<file path="config.mk">
export PLATFORM = sky130hd
export DESIGN_NAME = cdf_pipeline
export DESIGN_NICKNAME = d
export VERILOG_FILES = /design/src/rtl/cdf_pipeline.sv
export SDC_FILE = /design/constraint.sdc
export NUM_CORES = 1
export LEC_CHECK = 0
export BUFFER_PORTS_ARGS = -buffer_cell sky130_fd_sc_hd__buf_2
export CAP_MARGIN = 0
export CORE_MARGIN = 2
export CORE_UTILIZATION = 34
export DETAILED_ROUTE_END_ITERATION = 10
export GPL_TIMING_DRIVEN = 0
export PLACE_DENSITY_LB_ADDON = 0.08
export SYNTH_ARGS = -nofsm -noshare
export SYNTH_HDL_FRONTEND = slang
export SYNTH_SLANG_ARGS = --single-unit
export TNS_END_PERCENT = 5
</file>
<file path="constraint.sdc">
create_clock -name clock -period 9.4 [get_ports clock]
set_clock_uncertainty 0.2 [all_clocks]
set_input_delay 1.88 -clock clock [delete_from_list [all_inputs] [get_ports clock]]
set_output_delay 1.88 -clock clock [all_outputs]
set_load 0.02 [all_outputs]
</file>
<file path="src/rtl/cdf_pipeline.sv">
// cdf_pipeline: reads 256 histogram bins from m2, accumulates the running CDF,
// and writes {cdf, equalized level} for every bin into m3 at one bin per cycle.
module cdf_pipeline #(
   parameter int unsigned NUM_BINS = 256,
   parameter int unsigned PIX_LOG2 = 6,
   parameter logic [15:0] BIN_TAG  = 16'hAAAA
) (
   input  logic         clock,
   input  logic         rst,
   input  logic         start,
   input  logic [127:0] m2ReadVal,
   output logic [15:0]  m2ReadAddr,
   output logic [15:0]  m3WriteAddr,
   output logic [127:0] m3WriteVal,
   output logic         m3WE,
   output logic         done
);

   localparam int unsigned AW = 16;
   localparam int unsigned CW = 24;
   localparam int unsigned PW = 32;
   localparam int unsigned DW = 128;
   localparam logic [AW-1:0] LAST_ADDR = AW'(NUM_BINS - 1);

   typedef enum logic [1:0] {
      S_IDLE  = 2'd0,
      S_READ  = 2'd1,
      S_DRAIN = 2'd2,
      S_DONE  = 2'd3
   } state_t;

   state_t         state_q, state_d;
   logic [1:0]     drain_cnt_q, drain_cnt_d;
   logic [AW-1:0]  rd_addr_q, rd_addr_d;
   logic           done_q, done_d;

   logic           m2_valid_q, m2_valid_d;
   logic [AW-1:0]  m2_addr_q, m2_addr_d;
   logic           f_valid_q, f_valid_d;
   logic [AW-1:0]  f_addr_q, f_addr_d;
   logic [15:0]    count_q, count_d;
   logic [CW-1:0]  cdf_q, cdf_d;
   logic           we_q, we_d;
   logic [AW-1:0]  wr_addr_q, wr_addr_d;
   logic [DW-1:0]  wr_val_q, wr_val_d;

   logic [CW-1:0]  cdf_sum;
   logic [PW-1:0]  prod;
   logic [PW-1:0]  lvl;
   logic [7:0]     mapped;

   // Upper read-data bits carry nothing for this stage.
   logic unused_hi;
   assign unused_hi = ^m2ReadVal[127:32];

   // Run sequencing: issue addresses, flush the pipeline, then report done.
   always_comb begin
      state_d     = state_q;
      drain_cnt_d = drain_cnt_q;
      rd_addr_d   = rd_addr_q;
      done_d      = 1'b0;
      case (state_q)
         S_IDLE: begin
            rd_addr_d = '0;
            if (start) state_d = S_READ;
         end
         S_READ: begin
            if (rd_addr_q == LAST_ADDR) begin
               state_d     = S_DRAIN;
               drain_cnt_d = 2'd0;
            end else begin
               rd_addr_d = rd_addr_q + 16'd1;
            end
         end
         S_DRAIN: begin
            if (drain_cnt_q == 2'd2) state_d = S_DONE;
            else                     drain_cnt_d = drain_cnt_q + 2'd1;
         end
         S_DONE: begin
            state_d = S_DONE;
         end
         default: state_d = S_IDLE;
      endcase
      // Dropping start aborts from anywhere.
      if (!start) begin
         state_d   = S_IDLE;
         rd_addr_d = '0;
      end
      done_d = (state_d == S_DONE);
   end

   // Fetch, tag-filter, accumulate and equalize; a write leaves every valid cycle.
   always_comb begin
      m2_valid_d = start && (state_q == S_READ);
      m2_addr_d  = rd_addr_q;
      f_valid_d  = start && m2_valid_q;
      f_addr_d   = m2_addr_q;
      count_d    = (m2ReadVal[31:16] == BIN_TAG) ? m2ReadVal[15:0] : 16'd0;

      cdf_sum = cdf_q + CW'(count_q);
      prod    = (PW'(cdf_sum) << 8) - PW'(cdf_sum);
      lvl     = prod >> PIX_LOG2;
      mapped  = (lvl > 32'd255) ? 8'hFF : lvl[7:0];

      we_d      = start && f_valid_q;
      cdf_d     = cdf_q;
      wr_addr_d = wr_addr_q;
      wr_val_d  = wr_val_q;
      if (!start || (state_q == S_IDLE)) cdf_d = '0;
      if (we_d) begin
         cdf_d     = cdf_sum;
         wr_addr_d = f_addr_q;
         wr_val_d  = {96'd0, cdf_sum, mapped};
      end
   end

   // All state and pipeline registers; async reset clears everything.
   always_ff @(posedge clock or posedge rst) begin
      if (rst) begin
         state_q     <= S_IDLE;
         drain_cnt_q <= '0;
         rd_addr_q   <= '0;
         done_q      <= 1'b0;
         m2_valid_q  <= 1'b0;
         m2_addr_q   <= '0;
         f_valid_q   <= 1'b0;
         f_addr_q    <= '0;
         count_q     <= '0;
         cdf_q       <= '0;
         we_q        <= 1'b0;
         wr_addr_q   <= '0;
         wr_val_q    <= '0;
      end else begin
         state_q     <= state_d;
         drain_cnt_q <= drain_cnt_d;
         rd_addr_q   <= rd_addr_d;
         done_q      <= done_d;
         m2_valid_q  <= m2_valid_d;
         m2_addr_q   <= m2_addr_d;
         f_valid_q   <= f_valid_d;
         f_addr_q    <= f_addr_d;
         count_q     <= count_d;
         cdf_q       <= cdf_d;
         we_q        <= we_d;
         wr_addr_q   <= wr_addr_d;
         wr_val_q    <= wr_val_d;
      end
   end

   assign m2ReadAddr  = rd_addr_q;
   assign m3WriteAddr = wr_addr_q;
   assign m3WriteVal  = wr_val_q;
   assign m3WE        = we_q;
   assign done        = done_q;

endmodule
</file>
Word level (Yosys, flattened, before mapping)
Index checks and enable logic that the tools add are counted.
W data, S select, Z words.
- order comparisons: 1
- reduce and logical (&&, ||, !) cells: 10
- equal/unequal tests: 11
- multiplexer cells: 14
- add/sub/neg operators: 4
- operator list (operator ; count):
    $mux W16 ; 3
    $mux W24 ; 2
    $pmux W16 S2 ; 1
    $sub A32 B24 Y32 ; 1
    $gt A26 B8 Y1 const B ; 1
    $add A24 B16 Y24 ; 1
    $add A16 B1 Y16 const B ; 1
    $eq A16 B16 Y1 const B ; 1
    $eq A16 B8 Y1 const B ; 1
    $mux W2 ; 5
    $eq A2 B2 Y1 const B ; 4
    $mux W8 ; 1
    $pmux W2 S4 ; 1
    $ne A2 B2 Y1 const B ; 2
    $pmux W2 S2 ; 1
    $reduce_bool A2 Y1 ; 2
    $logic_and A1 B1 Y1 ; 3
    $ne A3 B1 Y1 const B ; 1
    $ne A3 B3 Y1 const B ; 1
    $reduce_and A3 Y1 ; 1
    $add A2 B1 Y2 const B ; 1
    $eq A2 B1 Y1 const B ; 1
    $logic_not A2 Y1 ; 1
    $reduce_and A2 Y1 ; 1
    other kinds (2) ; 2
- flip-flop bits (word level): 144
- input bits: 131
- output and inout bits: 162
- word-level logic and storage cells: 53

Depth between registers and ports, before layout
- depth in word-level cells: 5
- mapped depth: 21

Least setup slack after synthesis
No wires, ideal clock.
- path type: register -> register
- start point: register count_q[0]
- end point: register wr_val_q[0], in the netlist m3WriteVal[0]
- period minus slack after synthesis: 5.139 ns
- library setup time: 0.145 ns
- arrival: 4.794 ns
- cell stages (with the launch flop): 22
- path buffers: 0
- slack: 4.261 ns
- cells stage by stage: dfrtp_1 ha_1 fa_1 a211oi_2 o21ai_1 a21oi_1 o21a_1 xor2_1 inv_2 ha_1 inv_1 nor3_1 nand3_1 a21oi_1 a2111oi_0 nand3b_1 a221oi_1 nor2_1 o21a_1 or3_1 a2111oi_4 a31oi_1
- cells in the longest elaborated chain, start to end: 4
- ends and longest elaborated chain (what ; line ; RTL):
    from (decl) ; 41 ; logic [15:0] count_q, count_d;
    from (signal assigned) ; 142 ; count_q <= count_d;
    $add A24 B16 Y24 ; 100 ; cdf_sum = cdf_q + CW'(count_q);
    net cdf_sum[12] ; 47 ; logic [CW-1:0] cdf_sum;
    $sub A32 B24 Y32 ; 101 ; prod = (PW'(cdf_sum) << 8) - PW'(cdf_sum);
    $gt A26 B8 Y1 ; 103 ; mapped = (lvl > 32'd255) ? 8'hFF : lvl[7:0];
    $mux W8 ; 103 ;
    to (signal assigned) ; 146 ; wr_val_q <= wr_val_d;
    to (decl) ; 45 ; logic [DW-1:0] wr_val_q, wr_val_d;
The timed path passes the listed nets, and every way through them passes these cells.
A chain may end at the register's enable or synchronous reset.

Worst setup path after layout
- start point: register cdf_q[0]
- end point: register wr_val_q[1], in the netlist m3WriteVal[1]
- cells in the longest elaborated chain, start to end: 4
- ends and longest elaborated chain (what ; line ; RTL):
    from (decl) ; 42 ; logic [CW-1:0] cdf_q, cdf_d;
    from (signal assigned) ; 129 ; cdf_q <= '0;
    from (signal assigned) ; 143 ; cdf_q <= cdf_d;
    $add A24 B16 Y24 ; 100 ;
    net cdf_sum[12] ; 47 ;
    $sub A32 B24 Y32 ; 101 ;
    $gt A26 B8 Y1 ; 103 ;
    $mux W8 ; 103 ;
The timed path passes the listed nets, and every way through them passes these cells.

==> run metrics <==
placed cells 1531; Seq/Total Area, Yosys 0.393; FF+latch area 3600 sq um; top-area cell type share of the netlist area 0.393; crit end category flip-flop; Hold Violations, Final 0; hold crit path type flip-flop to flip-flop; asr flop ratio synth 1.00; Cell variety after synth 96; crit path launch type flip-flop; Pwr Density 132 nW/um^2; total die area roughly 28000 sq um; grt total ovfl 0; Max-Slew Margin vs Limit 0.252; Syn Area/Cell a little over 9 sq um; Die Wd approximately 170 um; 1st-iter DRT viols between 500 and 600; Multi-input gate area just under 5000 sq um; top-count cell post-synth dfrtp_1; layout cells sized above 1 0.253; Worst-Margin Slew ~1.1 ns; CTS buffer count 17; CP max FO 8; status finished clean; clk sink count 144; Core Rows 60; starting density of the core 0.343; antenna cells 0; Post-synth top flop dfrtp_1; WP data arrival approximately 7.2 ns; Leak 5.67 nW; clock latency on the worst-skew pair between 0.4 and 0.5 ns; minimum clock period a little over 7 ns; cell chain of the critical path ha_1 -> fa_1 -> a211oi_2 -> o21ai_1 -> a21oi_1 -> o21a_1 -> xor2_1 -> inv_2 -> ha_1 -> inv_1 -> nor3_1 -> nand3_1 -> a21oi_1 -> a2111oi_0 -> nand3b_1 -> a221oi_1 -> nor2_1 -> o21a_1 -> or3_1 -> a2111oi_4 -> a31oi_1; CP top delay family compound AO/OA/AOI/OAI gates; fillcell total ~2700; Final #Nets 1367; Final Setup Violations 0; WS Path Type flip-flop to flip-flop; #FFs+latches synth around 140; RSZ-0062 raised after global routing no; dpl cell area about 10000 sq um; Max stage delay cell, worst path a2111oi_0; Max Clk Rate about 0.14 GHz; routed len/inst approximately 17 um; synth cell count leaders 144 x dfrtp_1, 142 x nand2_1, 98 x buf_4; Layout area overhead 20.9%; WP buf/inv 2; max cap viols 0; CTS Buffer Depth 2; chip height approximately 170 um; CTS tree done; # resized after CTS 0; yosys warns 0; Util after Layout 0.414; vias in the first global route 7214; Synth Instances 994; period utilisation layout 0.754; Post-Route WL between 20000 and 30000 um; Syn Std Cell Area just over 9000 sq um; post-synth top area cell dfrtp_1; Final Cell Area about 11000 sq um; Slew Viols, Final 0; IO buf count 100; io pins 293; largest net degree at the start of global routing 80; Root Driver clkbuf_16; maximum VDD drop around 0.14 mV; cts hold-fix bufs 0; Vias 7651; Setup Buffers After CTS 0; Placer Congestion roughly 0.89; top cells by area, synth dfrtp_1 39%, buf_4 8.0%, nand2_1 5.8%; Critical Path RT roughly 9.5 ns; DRT Pass-1 Iters 5; routed vias/inst 4.90; TNS Setup 0 ns; Non-Filler Instances 1563; WHS roughly 0.14 ns; GRT Overall Usage 0.185; Remaining DRCs 0; Post-synth EDFFs 0; ANT nets after route 0; HPWL Detailed a little under 20000 um; total core area approximately 27000 sq um; # H-tree levels 4; crit-path max cell delay between 0.8 and 0.9 ns; first-pass GRT wire length slightly above 40000 um; initial antenna violation count 0; CTS clock-pin slew for the worst setup and hold paths ~0.08 ns
[worst paths after layout]
| check | from | end | slack, ns | cells after the start |
|---|---|---|---|---|
| min | f_addr_d[14] | f_addr_q[14] | 0.14 | 0 |
| min in group asynchronous | rst | m3WriteVal[14] | 1.39 | 2 |
| max reg2reg | cdf_q[0] | m3WriteVal[1] | 2.32 | 21 |
| min reg2reg | f_addr_d[14] | f_addr_q[14] | 0.14 | 0 |
| max in group asynchronous | rst | m3WriteAddr[13] | 6.83 | 3 |
| max | cdf_q[0] | m3WriteVal[1] | 2.32 | 21 |
[flip-flops by register name, summed over array words and instances, names as in the netlist, 2 cells and up]
signal / cells
m3WriteAddr: 16
m3WriteVal: 32
f_addr_d: 16
f_addr_q: 16
count_q: 16
state_q: 2
cdf_q: 24
m2ReadAddr: 16
drain_cnt_q: 2
[per-layer routing]
| metal | vias up | wire, um | global-route usage |
|---|---|---|---|
| met5 | - | 0 | 0 |
| met4 | 0 | 233 | 0.0424 |
| met3 | 14 | 1280 | 0.0275 |
| met2 | 250 | 11600 | 0.292 |
| met1 | 3630 | 12900 | 0.269 |
| li1 | 3757 | - | - |
[kinds of logic after synthesis]
family / count (synthesis) / share of synthesized area
buf+inv: 153 / 0.105
simple gates: 368 / 0.193
compound gates: 232 / 0.193
flops: 144 / 0.393
mux: 8 / 0.00888
other cells: 1 / 0.000409
xor+xnor: 58 / 0.0647
fa+ha+maj: 30 / 0.0411
[where the power goes]
| part | internal (mW) | switching, mW |
|---|---|---|
| registers | 0.630 | 0.00748 |
| logic | 0.0478 | 0.0858 |
| clock network | 0.358 | 0.330 |
| total | 1.04 | 0.423 |
[stage by stage]
step | total power [mW] | worst slack, ns
after detailed placement | 0.784 | 2.45
final | 1.46 | 2.32
after global placement | 0.782 | 1.60
after CTS | 1.48 | 2.43
after floorplan | 0.750 | 3.45
after global routing | 1.52 | 1.80
[cell type report]
cell class | instances | share of cell area
multi-input combinational | 792 | 0.447
tap | 341 | 0.0385
sequential | 144 | 0.325
clock inverter | 15 | 0.0154
inverter | 17 | 0.00621
timing repair buffer | 101 | 0.0477
buffer | 136 | 0.0812
clock buffer | 17 | 0.0384
[cells in the final DEF (no fill, tap or decap), drive strengths merged, types with 12 or more instances in the layout]
cell    netlist  final
and2         21     21
a21oi        42     42
a31oi        15     15
inv          17     25
nor3         18     18
dfrtp       144    144
nand2       145    145
conb          1     96
clkbuf       25     42
ha           26     26
xnor2        30     30
nor4         12     12
a211oi       16     16
xor2         27     27
nand3        26     26
nor2         83     83
o21ai        61     61
buf         111    212
a21o         17     17
No activity file was read; power rests on OpenSTA's default activity.
